File: src/rtl/pipeline_hazard_ctrl.sv
// pipeline_hazard_ctrl
//   Stall/flush controller for the 5-stage ARM pipeline.
//   It combines three sources:
//     - RAW hazards detected in ID.
//     - EXE branch-taken.
//     - A wait-state handshake FSM for the MEM-stage SRAM.
//   It also keeps a saturating count of freeze cycles.
//   Optional build macro: FORWARDING_EN. When it is defined, a forwarding unit
//   resolves most RAW cases, so only load-use against EXE still stalls.
module pipeline_hazard_ctrl #(
   parameter int REGFILE_ADDRESS_LEN = 4,
   parameter int SRAM_TIMEOUT        = 15,
   parameter int CNT_LEN             = 16
) (
   input  logic                           clk,
   input  logic                           rst,
   input  logic [REGFILE_ADDRESS_LEN-1:0] id_src1,
   input  logic [REGFILE_ADDRESS_LEN-1:0] id_src2,
   input  logic                           id_use_src1,
   input  logic                           id_use_src2,
   input  logic [REGFILE_ADDRESS_LEN-1:0] exe_dest,
   input  logic                           exe_wb_en,
   input  logic                           exe_mem_read,
   input  logic                           exe_branch_taken,
   input  logic [REGFILE_ADDRESS_LEN-1:0] mem_dest,
   input  logic                           mem_wb_en,
   input  logic                           mem_req_read,
   input  logic                           mem_req_write,
   input  logic                           sram_ready,
   output logic                           sram_req,
   output logic                           freeze,
   output logic                           hazard,
   output logic                           flush,
   output logic                           mem_stall,
   output logic                           timeout_err,
   output logic [CNT_LEN-1:0]             stall_count
);

   localparam int WCW = (SRAM_TIMEOUT > 1) ? $clog2(SRAM_TIMEOUT) : 1;
   localparam logic [WCW-1:0] WAIT_LAST = WCW'(SRAM_TIMEOUT - 1);

   typedef enum logic [1:0] {
      ST_IDLE = 2'd0,
      ST_WAIT = 2'd1,
      ST_DONE = 2'd2
   } state_t;

   state_t               r_state;
   logic [WCW-1:0]       r_wait_cnt;
   logic                 r_timeout_err;
   logic [CNT_LEN-1:0]   r_stall_count;

   logic w_req;
   logic w_m1;
   logic w_m2;
   logic w_n1;
   logic w_n2;
   logic w_raw;
   logic w_access;
   logic w_mem_stall;
   logic w_hazard;
   logic w_flush;
   logic w_freeze;

   assign w_req = mem_req_read | mem_req_write;

   // Operand matches against the producers still in flight in EXE and MEM.
   assign w_m1 = id_use_src1 & exe_wb_en & (id_src1 == exe_dest);
   assign w_m2 = id_use_src2 & exe_wb_en & (id_src2 == exe_dest);
   assign w_n1 = id_use_src1 & mem_wb_en & (id_src1 == mem_dest);
   assign w_n2 = id_use_src2 & mem_wb_en & (id_src2 == mem_dest);

`ifdef FORWARDING_EN
   // Forwarded values cover everything except a load result not yet read from memory.
   logic w_unused_fwd;
   assign w_unused_fwd = w_n1 ^ w_n2;
   assign w_raw = exe_mem_read & (w_m1 | w_m2);
`else
   // Without forwarding, the load flag carries no extra information.
   logic w_unused_fwd;
   assign w_unused_fwd = exe_mem_read;
   assign w_raw = w_m1 | w_m2 | w_n1 | w_n2;
`endif

   // The stall starts in the same cycle as the request, so the request cycle itself is included.
   assign w_access    = ((r_state == ST_IDLE) & w_req) | (r_state == ST_WAIT);
   assign w_mem_stall = rst & w_access;
   // A memory stall freezes everything. A branch held back by a stall is retried once the stall clears.
   assign w_flush     = rst & exe_branch_taken & ~w_mem_stall;
   assign w_hazard    = rst & w_raw & ~exe_branch_taken & ~w_mem_stall;
   assign w_freeze    = w_hazard | w_mem_stall;

   assign sram_req    = w_mem_stall;
   assign mem_stall   = w_mem_stall;
   assign hazard      = w_hazard;
   assign flush       = w_flush;
   assign freeze      = w_freeze;
   assign timeout_err = r_timeout_err;
   assign stall_count = r_stall_count;

   // SRAM handshake: IDLE -> WAIT on request.
   // WAIT -> DONE on ready, or after SRAM_TIMEOUT cycles. DONE lasts one cycle.
   always_ff @(posedge clk) begin
      if (!rst) begin
         r_state       <= ST_IDLE;
         r_wait_cnt    <= '0;
         r_timeout_err <= 1'b0;
      end else begin
         case (r_state)
            ST_IDLE: begin
               if (w_req) begin
                  r_state    <= ST_WAIT;
                  r_wait_cnt <= '0;
               end
            end
            ST_WAIT: begin
               if (sram_ready) begin
                  r_state <= ST_DONE;
               end else if (r_wait_cnt == WAIT_LAST) begin
                  r_state       <= ST_DONE;
                  r_timeout_err <= 1'b1;
               end else begin
                  r_wait_cnt <= r_wait_cnt + 1'b1;
               end
            end
            ST_DONE: begin
               // The same instruction is still in MEM, so its request must not restart an access.
               r_state <= ST_IDLE;
            end
            default: begin
               r_state <= ST_IDLE;
            end
         endcase
      end
   end

   // Count frozen cycles, saturating at all-ones.
   always_ff @(posedge clk) begin
      if (!rst) begin
         r_stall_count <= '0;
      end else if (w_freeze && (r_stall_count != {CNT_LEN{1'b1}})) begin
         r_stall_count <= r_stall_count + 1'b1;
      end
   end

endmodule

File: config.mk
export PLATFORM = sky130hd
export DESIGN_NAME = pipeline_hazard_ctrl
export DESIGN_NICKNAME = d
export VERILOG_FILES = /design/src/rtl/pipeline_hazard_ctrl.sv
export SDC_FILE = /design/constraint.sdc
export NUM_CORES = 1
export LEC_CHECK = 0
export CAP_MARGIN = 0
export CORE_MARGIN = 3
export CORE_UTILIZATION = 35
export CTS_BUF_LIST = sky130_fd_sc_hd__clkbuf_16
export DETAILED_ROUTE_END_ITERATION = 10
export HOLD_SLACK_MARGIN = 0.02
export PLACE_DENSITY = 0.75
export SYNTH_ARGS = -nofsm -noshare
export SYNTH_HDL_FRONTEND = slang
export SYNTH_SLANG_ARGS = --single-unit
File: constraint.sdc
create_clock -name clk -period 1.95 [get_ports clk]
set_input_delay 0.195 -clock clk [delete_from_list [all_inputs] [get_ports clk]]
set_output_delay 0.195 -clock clk [all_outputs]
set_load 0.05 [all_outputs]
==> results of run 1 <==
## sequential cells by signal (all words and copies together) (netlist names)
name,cells
stall_count,16
r_wait_cnt,4
timeout_err,1
r_state,2
## kinds of logic after synthesis
family	count (synthesis)	share of synthesized area, %
AND/OR/NAND/NOR	80	27.3
AO/OA/AOI/OAI	33	16.8
flip-flops	23	30.8
buffers and inverters	16	5.11
XOR/XNOR	15	8.79
multiplexers	13	8.71
adder cells (fa/ha/maj)	3	2.51
## tightest hold or removal path, stage by stage (launching register included)
cell and delay, ns:
dfxtp_1 0.33, a31oi_1 0.04, nor2_1 0.07
## routing by layer
metal,global-route usage (%),vias to the layer above,part of all wire (%)
met3,3.23,5,7.8
li1,-,780,-
met5,0,-,0
met4,6.26,0,1.3
met1,21.8,704,45
met2,25.0,67,46
## worst max path at each step
| stage | to | slack (ns) |
|---|---|---|
| 5_1_grt | hazard | -0.07 |
| 3_5_place_dp | stall_count[10]$_SDFFE_PN0P_ | -0.45 |
| 3_3_place_gp | stall_count[0]$_SDFFE_PN0P_ | -0.40 |
| 2_1_floorplan | freeze | -0.05 |
| 4_1_cts | hazard | 0.005 |
| 6_report | hazard | -0.01 |
## power by group
group | internal (mW) | switching, mW | total [mW]
Clock | 0.276 | 0.176 | 0.452
Sequential | 0.492 | 0.0236 | 0.515
Combinational | 0.161 | 0.207 | 0.368
Total | 0.928 | 0.406 | 1.33
## repair_timing
item,CTS,global route
buffers inserted,1,1
gates resized for setup,30,13
pin swaps,10,4
setup endpoints to repair,18,2
## layout make-up
cell class | count | area, um2
flip-flops and latches | 23 | 463
multi-input cells | 144 | 995
well taps | 50 | 62.6
clock inverters | 1 | 5.00
repair buffers | 64 | 618
fillers | 394 | 1810
inverters | 8 | 32.5
clock buffers | 3 | 75.1
## cell usage in the layout (no fill, tap or decap), drive strengths merged, types with 4 or more instances in the layout
cell | netlist | layout
a21oi | 9 | 9
and3 | 10 | 10
buf | 4 | 24
clkbuf | 4 | 7
clkdlybuf4s50 | 0 | 26
dfxtp | 23 | 23
dlygate4sd2 | 0 | 10
inv | 8 | 8
mux2i | 13 | 13
nand2 | 20 | 20
nand2b | 6 | 6
nand3 | 7 | 7
nand4 | 7 | 7
nor2 | 17 | 17
nor3 | 4 | 4
o2111ai | 4 | 4
o211a | 4 | 4
xor2 | 12 | 12
==> out/metrics.csv, run 1 <==
metric;value;unit
final hold violation count;0;
Hold Path Sink;timeout_err$_SDFFE_PN0P_;
post-route clock period utilization;101;%
Setup crit start;id_src2[0];
FF-to-FF path depth;5;
clk sinks;23;
TritonCTS clock tree;built;
final worst path period need;1.96;ns
pwr/cell area;593;nW/um2
dpl cells;287;
min-delay src;timeout_err$_SDFFE_PN0P_;
Slew @ Worst Pin;0.521;ns
later-pin clock latency in the skew report;0.26;ns
Cell Rows;23;
initial core utilization;36.8;%
final wirelength;3.98;mm
syn nets;213;
vias per std cell;5.31;
vias;1556;
CTS clk-pin slew, worst paths;0.06;ns
Slew Viols, Final;0;
Initial DRT Pass Iterations;4;
post-route cell area;2250;um2
crit-path cells;dlygate4sd2_1 > xor2_1 > or4b_4 > a41oi_4 > and3_4 > buf_12;
fin nets;274;
overall routing resource usage;16.1;%
final worst slack;-0.0108;ns
Detail Placement HPWL;3.01;mm
area growth from synthesis to layout;50.7;%
Data arrival, critical path;1.77;ns
total CTS buffers;3;
worst endpoint required time;1.75;ns
Synth Flop Type;dfxtp_1;
clock tree buffer depth;2;
# DRC;0;
Post-synth top cells;23 x dfxtp_1, 20 x nand2_1, 17 x nor2_1;
Max VDD drop;0.494;mV
sum of negative setup slack;-0.0108;ns
routability-driven placement congestion ratio;0.835;
startpoint types;primary input;
Avg Inst Size Synth;8.16;um2
synth top area cells;dfxtp_1 31%, mux2i_1 8.7%, xor2_1 7.0%;
I/O Pins;49;
Synth top area share;30.8;%
most frequent cell after synthesis;dfxtp_1;
Antenna Cells;0;
Core Area;4060;um2
ys async rst share;0;%
post-synthesis sequential area ratio;30.8;%
reg-to-reg startpoint;stall_count[4]$_SDFFE_PN0P_;
HP Class;reg -> reg;
number of synthesized flops with an enable pin;0;
outcome;complete, but fails checks;
unrepaired setup endpoints after global routing;true;
Top delay family on crit path;simple AND/OR/NAND/NOR gates;
post-synth cell types;36;
vias in the first global route;1506;
final core utilization;55.5;%
I/O Buffers;47;
maximum fanout along the worst path;3;
hold_buf cts;0;
Register-to-Register Setup Slack;0.26;ns
WP buf/inv;2;
slew margin rel.;65.2;%
Yosys reg bits;23;
Mapped Cells;183;
R2R Path End;stall_count[1]$_SDFFE_PN0P_;
layout cells sized above 1;19.3;%
biggest area consumer among synthesized cells;dfxtp_1;
Max-Cap Viols;0;
root buffer cell;clkbuf_16;
Setup Skew;0.00724;ns
dpl cell area;2150;um2
critical path class;in -> out;
failing checks;setup timing;
FMAX;510;MHz
Worst setup EP type;output pin;
post-place setup slack;-0.447;ns
Ys Warns;0;
CP Depth;6;
Slowest-stage cell, CP;or4b_4;
total gr overflow;0;
Mapped Area;1490;um2
Min Hold Slack;0.477;ns
Post-Layout Cell Count;293;
endpoints failing setup;1;
initial antenna violation count;0;
largest net degree at the start of global routing;14;
DR WL/cell;13.6;um
die area;5090;um2
H-tree depth;1;
DIE HEIGHT;71.3;um
hold depth;2;
number of DRC markers in iteration 0;66;
first-pass GRT wire length;6.69;mm
Leakage;0.971;nW
Worst path max stage delay;0.51;ns
die width;71.3;um
total chip power;1.33;mW
Final ANT Viol Nets;0;
(Power assumes the default switching activity.)
==> inputs of run 2 (changes only) <==
--- a/config.mk
+++ b/config.mk
@@ -11,7 +11,7 @@
 export CTS_BUF_LIST = sky130_fd_sc_hd__clkbuf_16
 export DETAILED_ROUTE_END_ITERATION = 10
 export HOLD_SLACK_MARGIN = 0.02
-export PLACE_DENSITY = 0.75
+export PLACE_DENSITY_LB_ADDON = 0.2
 export SYNTH_ARGS = -nofsm -noshare
 export SYNTH_HDL_FRONTEND = slang
 export SYNTH_SLANG_ARGS = --single-unit
==> constraint.sdc (replaced) <==
create_clock -name clk -period 2.28 [get_ports clk]
set_input_delay 0.228 -clock clk [delete_from_list [all_inputs] [get_ports clk]]
set_output_delay 0.228 -clock clk [all_outputs]
set_load 0.05 [all_outputs]
==> run 2 against run 1 <==
  * The run now ends clean
  * First-iteration DRC count fell by 47%
  * Final cell count fell by 1.4%
  * Design area fell by 0.61%
  * Wire length fell by 2.5%
  * Via count fell by 3.0%
  * Flip-flop and latch count did not move
==> out/metrics.csv, run 2 (synthesized netlist as in run 1, its figures left out) <==
metric;value;unit;change
Met3 Wirelength;229;um;-26%
final core utilization;55.1;%;-0.34 points
Detail Placement HPWL;2.93;mm;-2.8%
Cell Rows;23;;unchanged
H-tree depth;1;;unchanged
Clk pwr share;34.0;%;+0.2 points
die area;5090;um2;unchanged
Max-Cap Viols;0;;unchanged
critical path class;in -> out;;
crit-path cells;clkdlybuf4s50_1 > o211ai_1 > or4b_4 > a41oi_4 > nor2_2 > nor2_2 > buf_12;;
layout cells sized above 1;12.6;%;-6.8 points
die width;71.3;um;unchanged
CTS clk-pin slew, worst paths;0.06;ns;about the same
Min Hold Slack;0.481;ns;+0.00440 ns
area growth from synthesis to layout;49.7;%;
Sw Pwr;0.345;mW;-15%
Top delay family on crit path;simple AND/OR/NAND/NOR gates;;
total gr overflow;0;;unchanged
Net Sw Frac;30.3;%;-0.17 points
commonest non-fill, non-tap cell in the layout;clkdlybuf4s50_1;;
post-route clock period utilization;97.6;%;
root buffer cell;clkbuf_16;;
later-pin clock latency in the skew report;0.26;ns;about the same
combinational power share;27.4;%;about the same
DR WL/cell;13.4;um;-1.2%
wl on met1;1.93;mm;+8.8%
max FFs per register;16;;unchanged
I/O Buffers;47;;unchanged
FMAX;449;MHz;
startpoint types;primary input;;
initial core utilization;36.8;%;unchanged
Worst path max stage delay;0.54;ns;+0.03 ns
initial antenna violation count;0;;unchanged
maximum fanout along the worst path;3;;unchanged
post-route cell area;2240;um2;-0.61%
dpl cell area;2120;um2;-1.3%
I/O Pins;49;;unchanged
Worst setup EP type;output pin;;
pwr/cell area;509;nW/um2;-14%
largest net degree at the start of global routing;19;;+5
hold_buf cts;0;;unchanged
# DRC;0;;unchanged
Core Area;4060;um2;unchanged
slew margin rel.;63.0;%;-2.2 points
most frequent cells in the layout;35 x clkdlybuf4s50_1, 23 x dfxtp_1, 20 x nand2_1;;
DIE HEIGHT;71.3;um;unchanged
Setup Skew;0.00226;ns;-0.00498 ns
Slowest-stage cell, CP;or4b_4;;
routed wl met2;1.67;mm;-9.2%
worst endpoint required time;2.05;ns;+0.30 ns
clk sinks;23;;unchanged
Pint;0.794;mW;-14%
WP buf/inv;2;;unchanged
Leakage;0.959;nW;-1.2%
fin nets;270;;-1.5%
Max VDD drop;0.313;mV;-37%
vias in the first global route;1419;;-5.8%
highest routing layer actually used;met4;;
HP Class;reg -> reg;;
vias per std cell;5.22;;-1.7%
Slew Viols, Final;0;;unchanged
routability-driven placement congestion ratio;0.779;;-6.8%
Final ANT Viol Nets;0;;unchanged
crit-path most repeated cell;nor2_2;;
outcome;finished clean;;
Initial DRT Pass Iterations;4;;unchanged
first-pass GRT wire length;6.40;mm;-4.4%
total CTS buffers;3;;unchanged
clock tree buffer depth;2;;unchanged
final worst path period need;2.22;ns;
endpoints failing setup;0;;-1
vias;1509;;-3.0%
number of DRC markers in iteration 0;35;;-47%
Data arrival, critical path;2.00;ns;+0.23 ns
Antenna Cells;0;;unchanged
total chip power;1.14;mW;-15%
Post-Layout Cell Count;289;;-1.4%
unrepaired setup endpoints after global routing;false;;
overall routing resource usage;15.5;%;-0.55 points
final wirelength;3.88;mm;-2.5%
final hold violation count;0;;unchanged
Sequential Power Share;38.6;%;about the same
TritonCTS clock tree;built;;
dpl cells;284;;-1.0%
Slew @ Worst Pin;0.553;ns;+0.0325 ns
run 2: metal layers:
| layer | up-vias | global-route usage, % |
|---|---|---|
| li1 | 779 | - |
| met1 | 682 | 21.7 |
| met2 | 43 | 23.9 |
| met3 | 5 | 3.51 |
| met4 | 0 | 4.38 |
| met5 | - | 0 |
run 2: final cells by class:
type,instances,area (um2)
multi-input cells,144,987
well taps,50,62.6
fillers,393,1820
clock buffers,3,75.1
clock inverters,1,5.00
repair buffers,60,617
inverters,8,30.0
flip-flops and latches,23,460
run 2: through the flow:
stage / worst slack, ns / setup TNS [ns]
after floorplan: 0.153 / 0
after global placement: -0.186 / -1.84
after detailed placement: -0.148 / -1.37
after CTS: 0.00590 / 0
after global routing: 0.00826 / 0
final: 0.0551 / 0
run 2: final timing paths:
check / startpoint / endpoint / slack (ns) / depth (start not counted)
worst max-delay path: id_use_src2 / freeze / 0.06 / 7
worst min-delay path: timeout_err$_SDFFE_PN0P_ / timeout_err$_SDFFE_PN0P_ / 0.48 / 2
worst max register to register: r_wait_cnt[0]$_SDFFE_PN0P_ / r_wait_cnt[3]$_SDFFE_PN0P_ / 0.42 / 8
worst min register to register: timeout_err$_SDFFE_PN0P_ / timeout_err$_SDFFE_PN0P_ / 0.48 / 2
run 2: power by group through the flow:
| stage | clock, mW | combinational [mW] | sequential (mW) |
|---|---|---|---|
| after CTS | 0.395 | 0.313 | 0.439 |
| after global routing | 0.413 | 0.337 | 0.443 |
| final | 0.387 | 0.312 | 0.439 |
| after floorplan | 0 | 0.128 | 0.491 |
| after global placement | 0 | 0.308 | 0.449 |
| after detailed placement | 0 | 0.310 | 0.448 |
run 2: worst min-delay path, stage by stage (launching register included):
cell     delay [ns]
dfxtp_1        0.33
a31oi_1        0.04
nor2_1         0.07
run 2: what timing repair did:
item                                    in CTS  in global routing
pin swaps                                    4                  4
gates cloned                                 0                  0
resized for setup                            9                  3
buffers inserted                             1                  0
endpoints found under the setup margin       2                  2
==> inputs of run 3 (changes only) <==
--- a/config.mk
+++ b/config.mk
@@ -5,6 +5,7 @@
 export SDC_FILE = /design/constraint.sdc
 export NUM_CORES = 1
 export LEC_CHECK = 0
+export ABC_AREA = 1
 export CAP_MARGIN = 0
 export CORE_MARGIN = 3
 export CORE_UTILIZATION = 35
==> run 3 against run 2 <==
  * Clock power fell by 3%
  * Largest cell class unchanged
  * Final cell count rose by 24%
  * Synthesized cell count rose by 43%
  * Highest routed layer unchanged
  * Flip-flop and latch count did not move
==> out/metrics.csv, run 3 <==
metric;value;unit;change
Worst path max stage delay;0.44;ns;-0.10 ns
pwr/cell area;495;nW/um2;-2.7%
vias per std cell;4.60;;-12%
post_cts resized;0;;-9
mux contribution to synthesized area;0;%;-8.7 points
Post-Layout Cell Count;358;;+24%
max FFs per register;16;;unchanged
overall routing resource usage;13.4;%;-2.1 points
crit-path cells;clkdlybuf4s50_1 > o21ai_0 > nand2_2 > inv_2 > nor2_2 > inv_2 > nand2_4 > buf_12;;
HP Class;reg -> reg;;
Clk pwr share;34.1;%;about the same
TritonCTS clock tree;built;;
Post-Synth Adder-Cell Area;2.32;%;-0.20 points
die area;5480;um2;+7.7%
biggest area consumer among synthesized cells;dfxtp_1;;
number of synthesized flops with an enable pin;0;;unchanged
DIE HEIGHT;74.0;um;+3.8%
die width;74.0;um;+3.8%
later-pin clock latency in the skew report;0.25;ns;about the same
dpl cells;354;;+25%
commonest non-fill, non-tap cell in the layout;nand2_1;;
number of DRC markers in iteration 0;79;;+130%
post-synthesis xor/xnor area fraction;1.08;%;-7.7 points
WP buf/inv;4;;+2
syn nets;291;;+37%
Antenna Cells;0;;unchanged
Cell Rows;24;;+4.3%
hold_buf cts;0;;unchanged
Worst setup EP type;output pin;;
Setup Skew;0.00603;ns;+0.00377 ns
initial antenna violation count;0;;unchanged
synth top area cells;dfxtp_1 28%, nand2_1 16%, nor2_1 11%;;
CTS clk-pin slew, worst paths;0.06;ns;about the same
Net Sw Frac;29.4;%;-0.83 points
vias in the first global route;1452;;+2.3%
Avg Inst Size Synth;6.21;um2;-24%
ys async rst share;0;%;unchanged
post-route clock period utilization;89.0;%;-8.6 points
Sequential Power Share;39.0;%;+0.4 points
total gr overflow;0;;unchanged
Pint;0.779;mW;-1.9%
Core Area;4410;um2;+8.8%
area growth from synthesis to layout;37.5;%;
sum of negative setup slack;0;ns;unchanged
unrepaired setup endpoints after global routing;false;;
DR WL/cell;9.58;um;-29%
Post-CTS Setup Bufs;0;;-1
Synth top area share;28.4;%;-2.4 points
min-delay src;timeout_err$_SDFFE_PN0P_;;
outcome;finished clean;;
startpoint types;primary input;;
Mapped Cells;261;;+43%
Yosys reg bits;23;;unchanged
dpl cell area;2150;um2;+1.2%
final hold violation count;0;;unchanged
Setup crit start;mem_req_write;;
final worst slack;0.250;ns;+0.195 ns
I/O Buffers;47;;unchanged
# DRC;0;;unchanged
post-synthesis sequential area ratio;28.4;%;-2.4 points
worst endpoint required time;2.05;ns;about the same
Final ANT Viol Nets;0;;unchanged
largest net degree at the start of global routing;33;;+14
most frequent cell after synthesis;nand2_1;;
crit-path most repeated cell;inv_2;;
endpoints failing setup;0;;unchanged
total CTS buffers;3;;unchanged
maximum fanout along the worst path;32;;+29
post-synth cell types;28;;-22%
root buffer cell;clkbuf_16;;
Slowest-stage cell, CP;clkdlybuf4s50_1;;
reg-to-reg startpoint;r_state[0]$_SDFFE_PN0P_;;
clock tree buffer depth;2;;unchanged
Top delay family on crit path;buffers and inverters;;
H-tree depth;1;;unchanged
Slew @ Worst Pin;0.518;ns;-0.0353 ns
post-route cell area;2230;um2;-0.39%
Ys Warns;0;;unchanged
most frequent cells in the layout;68 x nand2_1, 46 x nor2_1, 42 x clkdlybuf4s50_1;;
slew margin rel.;65.4;%;+2.4 points
final worst path period need;2.03;ns;-0.195 ns
Slew Viols, Final;0;;unchanged
clk sinks;23;;unchanged
final core utilization;50.5;%;-4.7 points
Synth Area in Compound Gates;9.81;%;-6.9 points
routability-driven placement congestion ratio;0.789;;+1.3%
layout cells sized above 1;9.80;%;-2.7 points
first-pass GRT wire length;6.04;mm;-5.5%
fin nets;337;;+25%
Initial DRT Pass Iterations;4;;unchanged
Synth Flop Type;dfxtp_1;;
post-place setup slack;0.262;ns;+0.410 ns
Mapped Area;1620;um2;+8.5%
FMAX;493;MHz;+9.6%
Post-synth top cells;68 x nand2_1, 46 x nor2_1, 35 x inv_1;;
critical path class;in -> out;;
post-synthesis simple-gate area fraction;45.6;%;+18 points
I/O Pins;49;;unchanged
Max-Cap Viols;0;;unchanged
Max VDD drop;0.356;mV;+14%
largest family of logic cells by synthesized area;simple AND/OR/NAND/NOR gates;;
Data arrival, critical path;1.80;ns;-0.20 ns
initial core utilization;36.7;%;-0.11 points
Sw Pwr;0.325;mW;-5.7%
Detail Placement HPWL;2.74;mm;-6.5%
final wirelength;3.43;mm;-12%
Leakage;1.03;nW;+7.1%
combinational power share;26.9;%;-0.5 points
vias;1646;;+9.1%
-- run 3: changes by cell type after synthesis, sizes merged, moves of 4 or more --
cell	before	now
a21oi	9	22
and3	10	1
clkbuf	4	0
inv	8	38
mux2i	13	0
nand2	20	71
nand2b	6	0
nand3	7	24
nor2	17	51
o2111ai	4	0
o211a	4	0
xor2	12	1
-- run 3: worst paths after layout --
kind / endpoint / slack (ns) / cells past startpoint
max: freeze / 0.25 / 8
min: timeout_err$_SDFFE_PN0P_ / 0.47 / 2
max reg2reg: stall_count[6]$_SDFFE_PN0P_ / 0.57 / 10
min reg2reg: timeout_err$_SDFFE_PN0P_ / 0.47 / 2
-- run 3: final cells by class --
| class | instances | area (um2) |
|---|---|---|
| fill | 471 | 2190 |
| inverter | 38 | 143 |
| sequential | 23 | 460 |
| multi-input combinational | 193 | 952 |
| tap | 52 | 65.1 |
| timing repair buffer | 48 | 528 |
| clock buffer | 3 | 75.1 |
| clock inverter | 1 | 5.00 |
-- run 3: cell families after synthesis --
kind of cell,after synthesis
and+or+nand+nor,159
buffers and inverters,45
AOI/OAI and AO/OA,29
DFF,23
adders and majority gates,3
xor gates and xnor gates,2
-- run 3: per-stage QoR --
step                      power, mW  hold slack (ns)
after floorplan               0.634            0.418
after global placement        0.736            0.459
after detailed placement      0.738            0.463
after CTS                      1.12            0.480
after global routing           1.17            0.533
final                          1.10            0.475
-- run 3: power by group through the flow --
stage          Combinational (mW)  Sequential [mW]  Clock, mW
6_report                    0.297            0.431      0.376
5_1_grt                     0.333            0.434      0.400
4_1_cts                     0.299            0.431      0.387
3_5_place_dp                0.298            0.440          0
3_3_place_gp                0.297            0.440          0
2_1_floorplan               0.178            0.455          0
-- run 3: worst reg2reg max path, stage by stage (launching register included) --
cell     delay, ns
dfxtp_1       0.31
nor2_1        0.08
o21ai_0       0.14
nand2_2       0.12
inv_2         0.05
nor2_2        0.26
inv_2         0.08
nand2_4       0.30
nand2_1       0.13
nor2_1        0.11
nor2_1        0.05
-- run 3: per-layer routing --
| layer | vias up | track usage, % | part of all wire [%] |
|---|---|---|---|
| li1 | 913 | - | - |
| met1 | 694 | 17.5 | 50 |
| met2 | 37 | 22.0 | 42 |
| met3 | 2 | 4.05 | 7.1 |
| met4 | 0 | 2.41 | 0.64 |
| met5 | - | 0 | 0 |
